**src/rtl/qsfp_link_pkg.sv**
```systemverilog
// Shared types and constants for the QSFP28 cage power-up / link sequencer.
package qsfp_link_pkg;

  // Sequencer states; the encoding is visible to software through status[2:0].
  typedef enum logic [2:0] {
    ST_OFF        = 3'd0,
    ST_REFCLK_RST = 3'd1,
    ST_MOD_RST    = 3'd2,
    ST_MOD_INIT   = 3'd3,
    ST_WAIT_GT    = 3'd4,
    ST_UP         = 3'd5
  } link_state_e;

  // Bit positions inside the 16-bit status word.
  localparam int STAT_STATE_LSB = 0;
  localparam int STAT_PRESENT   = 3;
  localparam int STAT_INT       = 4;
  localparam int STAT_CLOCK_OK  = 5;
  localparam int STAT_RETRY_LSB = 8;
  localparam int STAT_DROP_LSB  = 12;

  // Default timing at 125 MHz.
  localparam int DEF_DEBOUNCE_CYCLES   = 1024;
  localparam int DEF_REFCLK_RST_CYCLES = 256;
  localparam int DEF_MOD_RST_CYCLES    = 2000;
  localparam int DEF_MOD_INIT_CYCLES   = 250000000;
  localparam int DEF_GT_TIMEOUT_CYCLES = 12500000;
  localparam int DEF_CNT_W             = 32;

  // 4-bit event counter that sticks at 15 instead of wrapping.
  function automatic logic [3:0] sat_inc4(input logic [3:0] v);
    return (v == 4'hF) ? v : v + 4'd1;
  endfunction

endpackage

```
**src/rtl/qsfp_debounce.sv**
```systemverilog
// Two-flop synchronizer followed by a counting debouncer for one
// asynchronous, active-high module sideband level.
module qsfp_debounce #(
  parameter int DEBOUNCE_CYCLES = 1024
) (
  input  logic clk_i,
  input  logic rst_ni,
  input  logic async_i,
  output logic db_o
);

  localparam int CW = $clog2(DEBOUNCE_CYCLES + 1);
  localparam logic [CW-1:0] LAST = CW'(DEBOUNCE_CYCLES - 1);

  logic          sync1_q;
  logic          sync2_q;
  logic          db_q;
  logic [CW-1:0] cnt_q;

  // Bring the pin into the clock domain.
  always_ff @(posedge clk_i or negedge rst_ni) begin
    if (!rst_ni) begin
      sync1_q <= 1'b0;
      sync2_q <= 1'b0;
    end else begin
      sync1_q <= async_i;
      sync2_q <= sync1_q;
    end
  end

  // Accept a new level only after it has differed for DEBOUNCE_CYCLES in a row;
  // any return to the old level restarts the count.
  always_ff @(posedge clk_i or negedge rst_ni) begin
    if (!rst_ni) begin
      db_q  <= 1'b0;
      cnt_q <= '0;
    end else if (sync2_q != db_q) begin
      if (cnt_q == LAST) begin
        db_q  <= sync2_q;
        cnt_q <= '0;
      end else begin
        cnt_q <= cnt_q + CW'(1);
      end
    end else begin
      cnt_q <= '0;
    end
  end

  assign db_o = db_q;

endmodule

```
**src/rtl/qsfp_link_ctrl.sv**
```systemverilog
// Power-up and link sequencer for one QSFP28 cage: drives the module
// sideband pins, sequences refclk/module reset and init, waits for GT ready
// and reports status and interrupts to the SoC.
module qsfp_link_ctrl
  import qsfp_link_pkg::*;
#(
  parameter int DEBOUNCE_CYCLES   = DEF_DEBOUNCE_CYCLES,
  parameter int REFCLK_RST_CYCLES = DEF_REFCLK_RST_CYCLES,
  parameter int MOD_RST_CYCLES    = DEF_MOD_RST_CYCLES,
  parameter int MOD_INIT_CYCLES   = DEF_MOD_INIT_CYCLES,
  parameter int GT_TIMEOUT_CYCLES = DEF_GT_TIMEOUT_CYCLES,
  parameter int CNT_W             = DEF_CNT_W
) (
  input  logic        clk_i,
  input  logic        rst_ni,
  input  logic        cfg_enable_i,
  input  logic [1:0]  cfg_fs_i,
  input  logic        cfg_lpmode_i,
  input  logic        irq_ack_i,
  input  logic        gt_ready_i,
  input  logic        qsfp_modprsl_i,
  input  logic        qsfp_intl_i,
  output logic        qsfp_modsell_o,
  output logic        qsfp_resetl_o,
  output logic        qsfp_lpmode_o,
  output logic        qsfp_refclk_reset_o,
  output logic [1:0]  qsfp_fs_o,
  output logic        clock_ok_o,
  output logic        irq_o,
  output logic [15:0] status_o
);

  // Timer reload values: the timer counts down to zero, so a state lasts load+1 cycles.
  localparam logic [CNT_W-1:0] REFCLK_LOAD = CNT_W'(REFCLK_RST_CYCLES - 1);
  localparam logic [CNT_W-1:0] MOD_RST_LOAD = CNT_W'(MOD_RST_CYCLES - 1);
  localparam logic [CNT_W-1:0] MOD_INIT_LOAD = CNT_W'(MOD_INIT_CYCLES - 1);
  localparam logic [CNT_W-1:0] GT_LOAD = CNT_W'(GT_TIMEOUT_CYCLES - 1);

  logic present_db, int_db;

  // Both pins are active low; debounce the asserted (active-high) sense.
  qsfp_debounce #(.DEBOUNCE_CYCLES(DEBOUNCE_CYCLES)) u_db_present (
    .clk_i  (clk_i),
    .rst_ni (rst_ni),
    .async_i(~qsfp_modprsl_i),
    .db_o   (present_db)
  );

  qsfp_debounce #(.DEBOUNCE_CYCLES(DEBOUNCE_CYCLES)) u_db_int (
    .clk_i  (clk_i),
    .rst_ni (rst_ni),
    .async_i(~qsfp_intl_i),
    .db_o   (int_db)
  );

  link_state_e      state_q, state_d;
  logic [CNT_W-1:0] timer_q, timer_d, timer_load;
  logic [1:0]       fs_q, fs_d;
  logic [3:0]       retry_q, retry_d, drop_q, drop_d;
  logic             irq_q, irq_d;
  logic             present_prev_q, int_prev_q;
  logic             modsell_q, resetl_q, lpmode_q, refclk_rst_q, clock_ok_q;
  logic             reload, timeout, irq_set;

  // Next-state logic: OFF override first, then fs relatch, then the normal sequence.
  always_comb begin
    state_d = state_q;
    fs_d    = fs_q;
    retry_d = retry_q;
    drop_d  = drop_q;
    reload  = 1'b0;
    timeout = 1'b0;
    if (!present_db || !cfg_enable_i) begin
      state_d = ST_OFF;
    end else if (state_q != ST_OFF && cfg_fs_i != fs_q) begin
      state_d = ST_REFCLK_RST;
      fs_d    = cfg_fs_i;
      reload  = 1'b1;
    end else begin
      case (state_q)
        ST_OFF: begin
          state_d = ST_REFCLK_RST;
          fs_d    = cfg_fs_i;
          reload  = 1'b1;
        end
        ST_REFCLK_RST: if (timer_q == '0) begin
          state_d = ST_MOD_RST;
          reload  = 1'b1;
        end
        ST_MOD_RST: if (timer_q == '0) begin
          state_d = ST_MOD_INIT;
          reload  = 1'b1;
        end
        ST_MOD_INIT: if (timer_q == '0) begin
          state_d = ST_WAIT_GT;
          reload  = 1'b1;
        end
        ST_WAIT_GT: begin
          if (gt_ready_i) begin
            state_d = ST_UP;
            reload  = 1'b1;
          end else if (timer_q == '0) begin
            state_d = ST_REFCLK_RST;
            retry_d = sat_inc4(retry_q);
            timeout = 1'b1;
            reload  = 1'b1;
          end
        end
        ST_UP: if (!gt_ready_i) begin
          state_d = ST_WAIT_GT;
          drop_d  = sat_inc4(drop_q);
          reload  = 1'b1;
        end
        default: state_d = ST_OFF;
      endcase
    end
    if (state_d == ST_OFF) begin
      retry_d = 4'd0;
      drop_d  = 4'd0;
    end
  end

  // Timer reload value for the state being entered; untimed states load zero.
  always_comb begin
    timer_load = '0;
    case (state_d)
      ST_REFCLK_RST: timer_load = REFCLK_LOAD;
      ST_MOD_RST:    timer_load = MOD_RST_LOAD;
      ST_MOD_INIT:   timer_load = MOD_INIT_LOAD;
      ST_WAIT_GT:    timer_load = GT_LOAD;
      default:       timer_load = '0;
    endcase
    if (reload)              timer_d = timer_load;
    else if (timer_q == '0)  timer_d = timer_q;
    else                     timer_d = timer_q - CNT_W'(1);
  end

  // Interrupt: any set source beats a same-cycle acknowledge.
  always_comb begin
    irq_set = (int_db & ~int_prev_q) | (present_db ^ present_prev_q) | timeout;
    if (irq_set)        irq_d = 1'b1;
    else if (irq_ack_i) irq_d = 1'b0;
    else                irq_d = irq_q;
  end

  // Sequencer registers; pin outputs are decoded from the next state so they
  // change on the same edge as the state.
  always_ff @(posedge clk_i or negedge rst_ni) begin
    if (!rst_ni) begin
      state_q        <= ST_OFF;
      timer_q        <= '0;
      fs_q           <= 2'b00;
      retry_q        <= 4'd0;
      drop_q         <= 4'd0;
      irq_q          <= 1'b0;
      present_prev_q <= 1'b0;
      int_prev_q     <= 1'b0;
      modsell_q      <= 1'b1;
      resetl_q       <= 1'b0;
      lpmode_q       <= 1'b1;
      refclk_rst_q   <= 1'b1;
      clock_ok_q     <= 1'b0;
    end else begin
      state_q        <= state_d;
      timer_q        <= timer_d;
      fs_q           <= fs_d;
      retry_q        <= retry_d;
      drop_q         <= drop_d;
      irq_q          <= irq_d;
      present_prev_q <= present_db;
      int_prev_q     <= int_db;
      modsell_q      <= !(state_d inside {ST_WAIT_GT, ST_UP});
      resetl_q       <= state_d inside {ST_MOD_INIT, ST_WAIT_GT, ST_UP};
      lpmode_q       <= (state_d inside {ST_WAIT_GT, ST_UP}) ? cfg_lpmode_i : 1'b1;
      refclk_rst_q   <= state_d inside {ST_OFF, ST_REFCLK_RST};
      clock_ok_q     <= (state_d == ST_UP);
    end
  end

  // Assemble the software-visible status word.
  always_comb begin
    status_o = '0;
    status_o[STAT_STATE_LSB +: 3] = state_q;
    status_o[STAT_PRESENT]        = present_db;
    status_o[STAT_INT]            = int_db;
    status_o[STAT_CLOCK_OK]       = clock_ok_q;
    status_o[STAT_RETRY_LSB +: 4] = retry_q;
    status_o[STAT_DROP_LSB +: 4]  = drop_q;
  end

  assign qsfp_modsell_o      = modsell_q;
  assign qsfp_resetl_o       = resetl_q;
  assign qsfp_lpmode_o       = lpmode_q;
  assign qsfp_refclk_reset_o = refclk_rst_q;
  assign qsfp_fs_o           = fs_q;
  assign clock_ok_o          = clock_ok_q;
  assign irq_o               = irq_q;

endmodule

```
**config.mk**
```make
export PLATFORM = sky130hd
export DESIGN_NAME = qsfp_link_ctrl
export DESIGN_NICKNAME = d
export VERILOG_FILES = /design/src/rtl/qsfp_link_pkg.sv /design/src/rtl/qsfp_debounce.sv /design/src/rtl/qsfp_link_ctrl.sv
export SDC_FILE = /design/constraint.sdc
export NUM_CORES = 1
export LEC_CHECK = 0
export ABC_AREA = 1
export ABC_CLOCK_PERIOD_IN_PS = 2790
export CORE_MARGIN = 5
export CORE_UTILIZATION = 64
export DETAILED_ROUTE_END_ITERATION = 6
export DONT_BUFFER_PORTS = 1
export GPL_TIMING_DRIVEN = 0
export PLACE_DENSITY = 0.78
export SLEW_MARGIN = 20
export SYNTH_ARGS = -nofsm -noshare
export SYNTH_HDL_FRONTEND = slang
export SYNTH_HIERARCHICAL = 1
export SYNTH_SLANG_ARGS = --single-unit
```
**constraint.sdc**
```tcl
create_clock -name clk_i -period 2.79 [get_ports clk_i]
set_input_delay 0.279 -clock clk_i [delete_from_list [all_inputs] [get_ports clk_i]]
set_output_delay 0.279 -clock clk_i [all_outputs]
set_load 0.03 [all_outputs]
```
==> flow_metrics.tcl <==
set metrics [dict create \
    crit_family "simple AND/OR/NAND/NOR gates" \
    dp.cells 674 \
    crit_chain "inv_1 -> ha_1 -> nand2_2 -> nor2_4 -> nand2_1 -> nor2_4 -> a21oi_2 -> nand3_2 -> nand2_4 -> inv_4 -> nor2_2 -> buf_2 -> a21oi_1" \
    ys_types 42 \
    ir_worst_vdd_uv 328.2 \
    grt_overflow 0 \
    area_delta_synth_final_pct 9.211 \
    place_congestion 0.8419 \
    route.detailed.drc 0 \
    fin_skew_ps 9.757 \
    route.vias.total 3676 \
    ys_ff_latch 81 \
    seqPwrFrac 0.518 \
    hold_violations 0 \
    clk_pin_slew_ps 90 \
    synth-edff-count 0 \
    antenna_found_initial 0 \
    hold_class "in -> reg" \
    critPathBufInv 3 \
    switching_share 0.2159 \
    postCtsSetupBuffers 0 \
    grt_pass1_vias 3596 \
    setup_viol 0 \
    final_cell_mix "nand2_1 (123), nor2_1 (84), dfrtp_1 (78), inv_1 (71), nand3_1 (24)" \
    powerDensity_mw_per_mm2 453.1 \
    status "completed" \
    nets 605 \
    slew_viol_final 0 \
    cts-root-buf "clkbuf_8" \
    die_area_mm2 0.009063 \
    arrival_ps 2730 \
    ant_nets 0 \
    die_y_um 95.20 \
    dr.pass1.iters 5 \
    antenna_cells 0 \
    p_int_w 0.001802 \
    pwr-share-comb 0.028 \
    net-switching-power_w 0.0004964 \
    cts_tree "done" \
    setup_tns_ps 0 \
    critPathLaunchType "flop" \
    ys.flop_type "dfrtp_1" \
    cpMostUsedCell "nor2_4" \
    rsz0062_at_grt "no" \
    io_pins 34 \
    fmax_mhz 399.8 \
    fin_crit_sh 0.8965 \
    cp_max_fo 10 \
    p_leak_nw 2.479 \
    die_w_um 95.20 \
    critical_path_class "reg -> reg" \
    stdcell_count 694 \
    wl_um 9464 \
    cts_buffers 9 \
    grt_max_degree 82 \
    clockBufferDepth 2 \
    syn_inst 574 \
    clk_latency_ps 350 \
    crit_required_ps 3020 \
    max_cap_violations 0 \
    grt_pass1_wl_um 16800 \
    num_rows 31 \
    h-tree-depth 3 \
    netlist_area_mm2 0.004646 \
    drive_gt1_frac 0.1697 \
    floorplan.initialDensity 0.6474 \
    slowest_delay_ps 470 \
    async_reset_ff_frac 1.000 \
    io_buffer_count 0 \
    layout_commonest_cell "nand2_1" \
    synth_warnings 6 \
    wl_per_cell_um 13.64 \
    cp_slowest_cell "dfrtp_1" \
    cts.sink_count 81 \
    clkPwrFrac 0.454 \
    core_mm2 0.007176 \
    dp_hpwl_um 6735 \
    vias_per_cell 5.297 \
    synth.avg_cell_area_um2 8.094 \
    drtIter0Drc 250 \
    grtUsageTotal 0.2351 \
    synth_seq_area_share 0.4371 \
    endpoint_kind "flop" \
    fin_crit_ps 2501 \
]
==> path summary, 6_finish.rpt <==
kind | slack [ps] | from | endpoint | cells after the start
min | 40 | cfg_lpmode_i | qsfp_lpmode_o | 1
max | 290 | timer_q[0] | timer_q[27] | 13
min in group asynchronous | 470 | rst_ni | u_db_int/cnt_q[8] | 2
min reg2reg | 360 | u_db_present/sync1_q | u_db_present/sync2_q | 0
max in group asynchronous | 1970 | rst_ni | qsfp_modsell_o | 2
max reg2reg | 290 | timer_q[0] | timer_q[27] | 13
==> worst register-to-register path: cells and delay by family, from the launching register on <==
family | cells | cell delay [ps]
flip-flops | 1 | 470
buffers and inverters | 3 | 490
AO/OA/AOI/OAI | 2 | 230
adder cells (fa/ha/maj) | 1 | 260
AND/OR/NAND/NOR | 7 | 940
==> stage by stage <==
step	power [W]	utilization	hold WS [ps]	setup WS, ps	instance area, um2
2_1_floorplan	0.001243	-	-16.59	753.3	4649
5_1_grt	0.002390	0.7071	20.66	84.85	5074
4_1_cts	0.002315	0.7071	18.29	312.1	5074
3_3_place_gp	0.001247	0.6652	-14.73	362.9	4773
6_report	0.002299	0.7071	37.54	288.7	5074
3_5_place_dp	0.001250	0.6652	-13.92	331.9	4773
==> power groups by stage <==
| stage | combinational, W | clock (W) | sequential, W |
|---|---|---|---|
| 4_1_cts | 0.0000667 | 0.00106 | 0.00119 |
| 3_3_place_gp | 0.0000341 | 0 | 0.00121 |
| 3_5_place_dp | 0.0000353 | 0 | 0.00121 |
| 6_report | 0.0000646 | 0.00104 | 0.00119 |
| 2_1_floorplan | 0.0000304 | 0 | 0.00121 |
| 5_1_grt | 0.0000762 | 0.00112 | 0.00119 |
==> logic make-up after synthesis <==
kind of cell             Yosys count  share of synthesized area
AO/OA/AOI/OAI                     55                    0.06706
XOR/XNOR                          32                    0.06033
adder cells (fa/ha/maj)            5                    0.01347
buffers and inverters             87                    0.07864
flip-flops                        81                     0.4371
multiplexers                       2                   0.004847
other                              1                  0.0008072
AND/OR/NAND/NOR                  311                     0.3377
==> layout make-up <==
type	count	area (um2)
clock inverter	6	115.1
clock buffer	10	127.6
multi-input combinational	407	2253
inverter	77	291.5
timing repair buffer	4	57.56
sequential	81	2031
tap	99	123.9
fill	605	2102
buffer	10	73.82
==> state kept, by name (all words and copies together), names as in the netlist <==
name,count
u_db_int/db_o,1
u_db_int/sync1_q,1
u_db_present/db_o,1
int_prev_q,1
retry_q,4
state_q,3
u_db_int/sync2_q,1
irq_o,1
u_db_present/sync1_q,1
qsfp_modsell_o,1
present_prev_q,1
qsfp_resetl_o,1
drop_q,4
qsfp_lpmode_o,1
clock_ok_o,1
timer_q,32
qsfp_fs_o,2
qsfp_refclk_reset_o,1
u_db_int/cnt_q,11
u_db_present/sync2_q,1
u_db_present/cnt_q,11
==> per-layer routing <==
metal  global-route usage  wire [um]  up-vias
met4              0.05769         82        0
met1               0.3139       4384     1757
met3              0.06077        476       10
li1                     -          -     1822
met2               0.3837       4521       87
met5                    0          0        -
==> timing repair <==
item                      CTS  global route
resized for setup           0             0
hold buffers                4             0
hold endpoints to repair   83             0
==> synth_stat cells, types with 4 or more instances <==
| cell | number | share of area |
|---|---|---|
| o21ai_0 | 13 | 0.014 |
| nand2_2 | 11 | 0.015 |
| or2_2 | 5 | 0.0067 |
| nand3_2 | 6 | 0.013 |
| inv_2 | 5 | 0.0040 |
| a21oi_1 | 23 | 0.025 |
| nand2_1 | 123 | 0.099 |
| o21ai_1 | 8 | 0.0086 |
| nor2_4 | 9 | 0.022 |
| nor3_1 | 9 | 0.0097 |
| buf_4 | 5 | 0.0081 |
| dfrtp_1 | 78 | 0.42 |
| nand2_4 | 5 | 0.012 |
| xnor2_1 | 17 | 0.032 |
| nor2_2 | 14 | 0.019 |
| ha_1 | 5 | 0.013 |
| inv_1 | 71 | 0.057 |
| a21oi_2 | 4 | 0.0075 |
| xor2_1 | 15 | 0.028 |
| nor2_1 | 84 | 0.068 |
| nand4_1 | 4 | 0.0054 |
| nand3_1 | 24 | 0.026 |
Power figures use the tool's default switching activity.
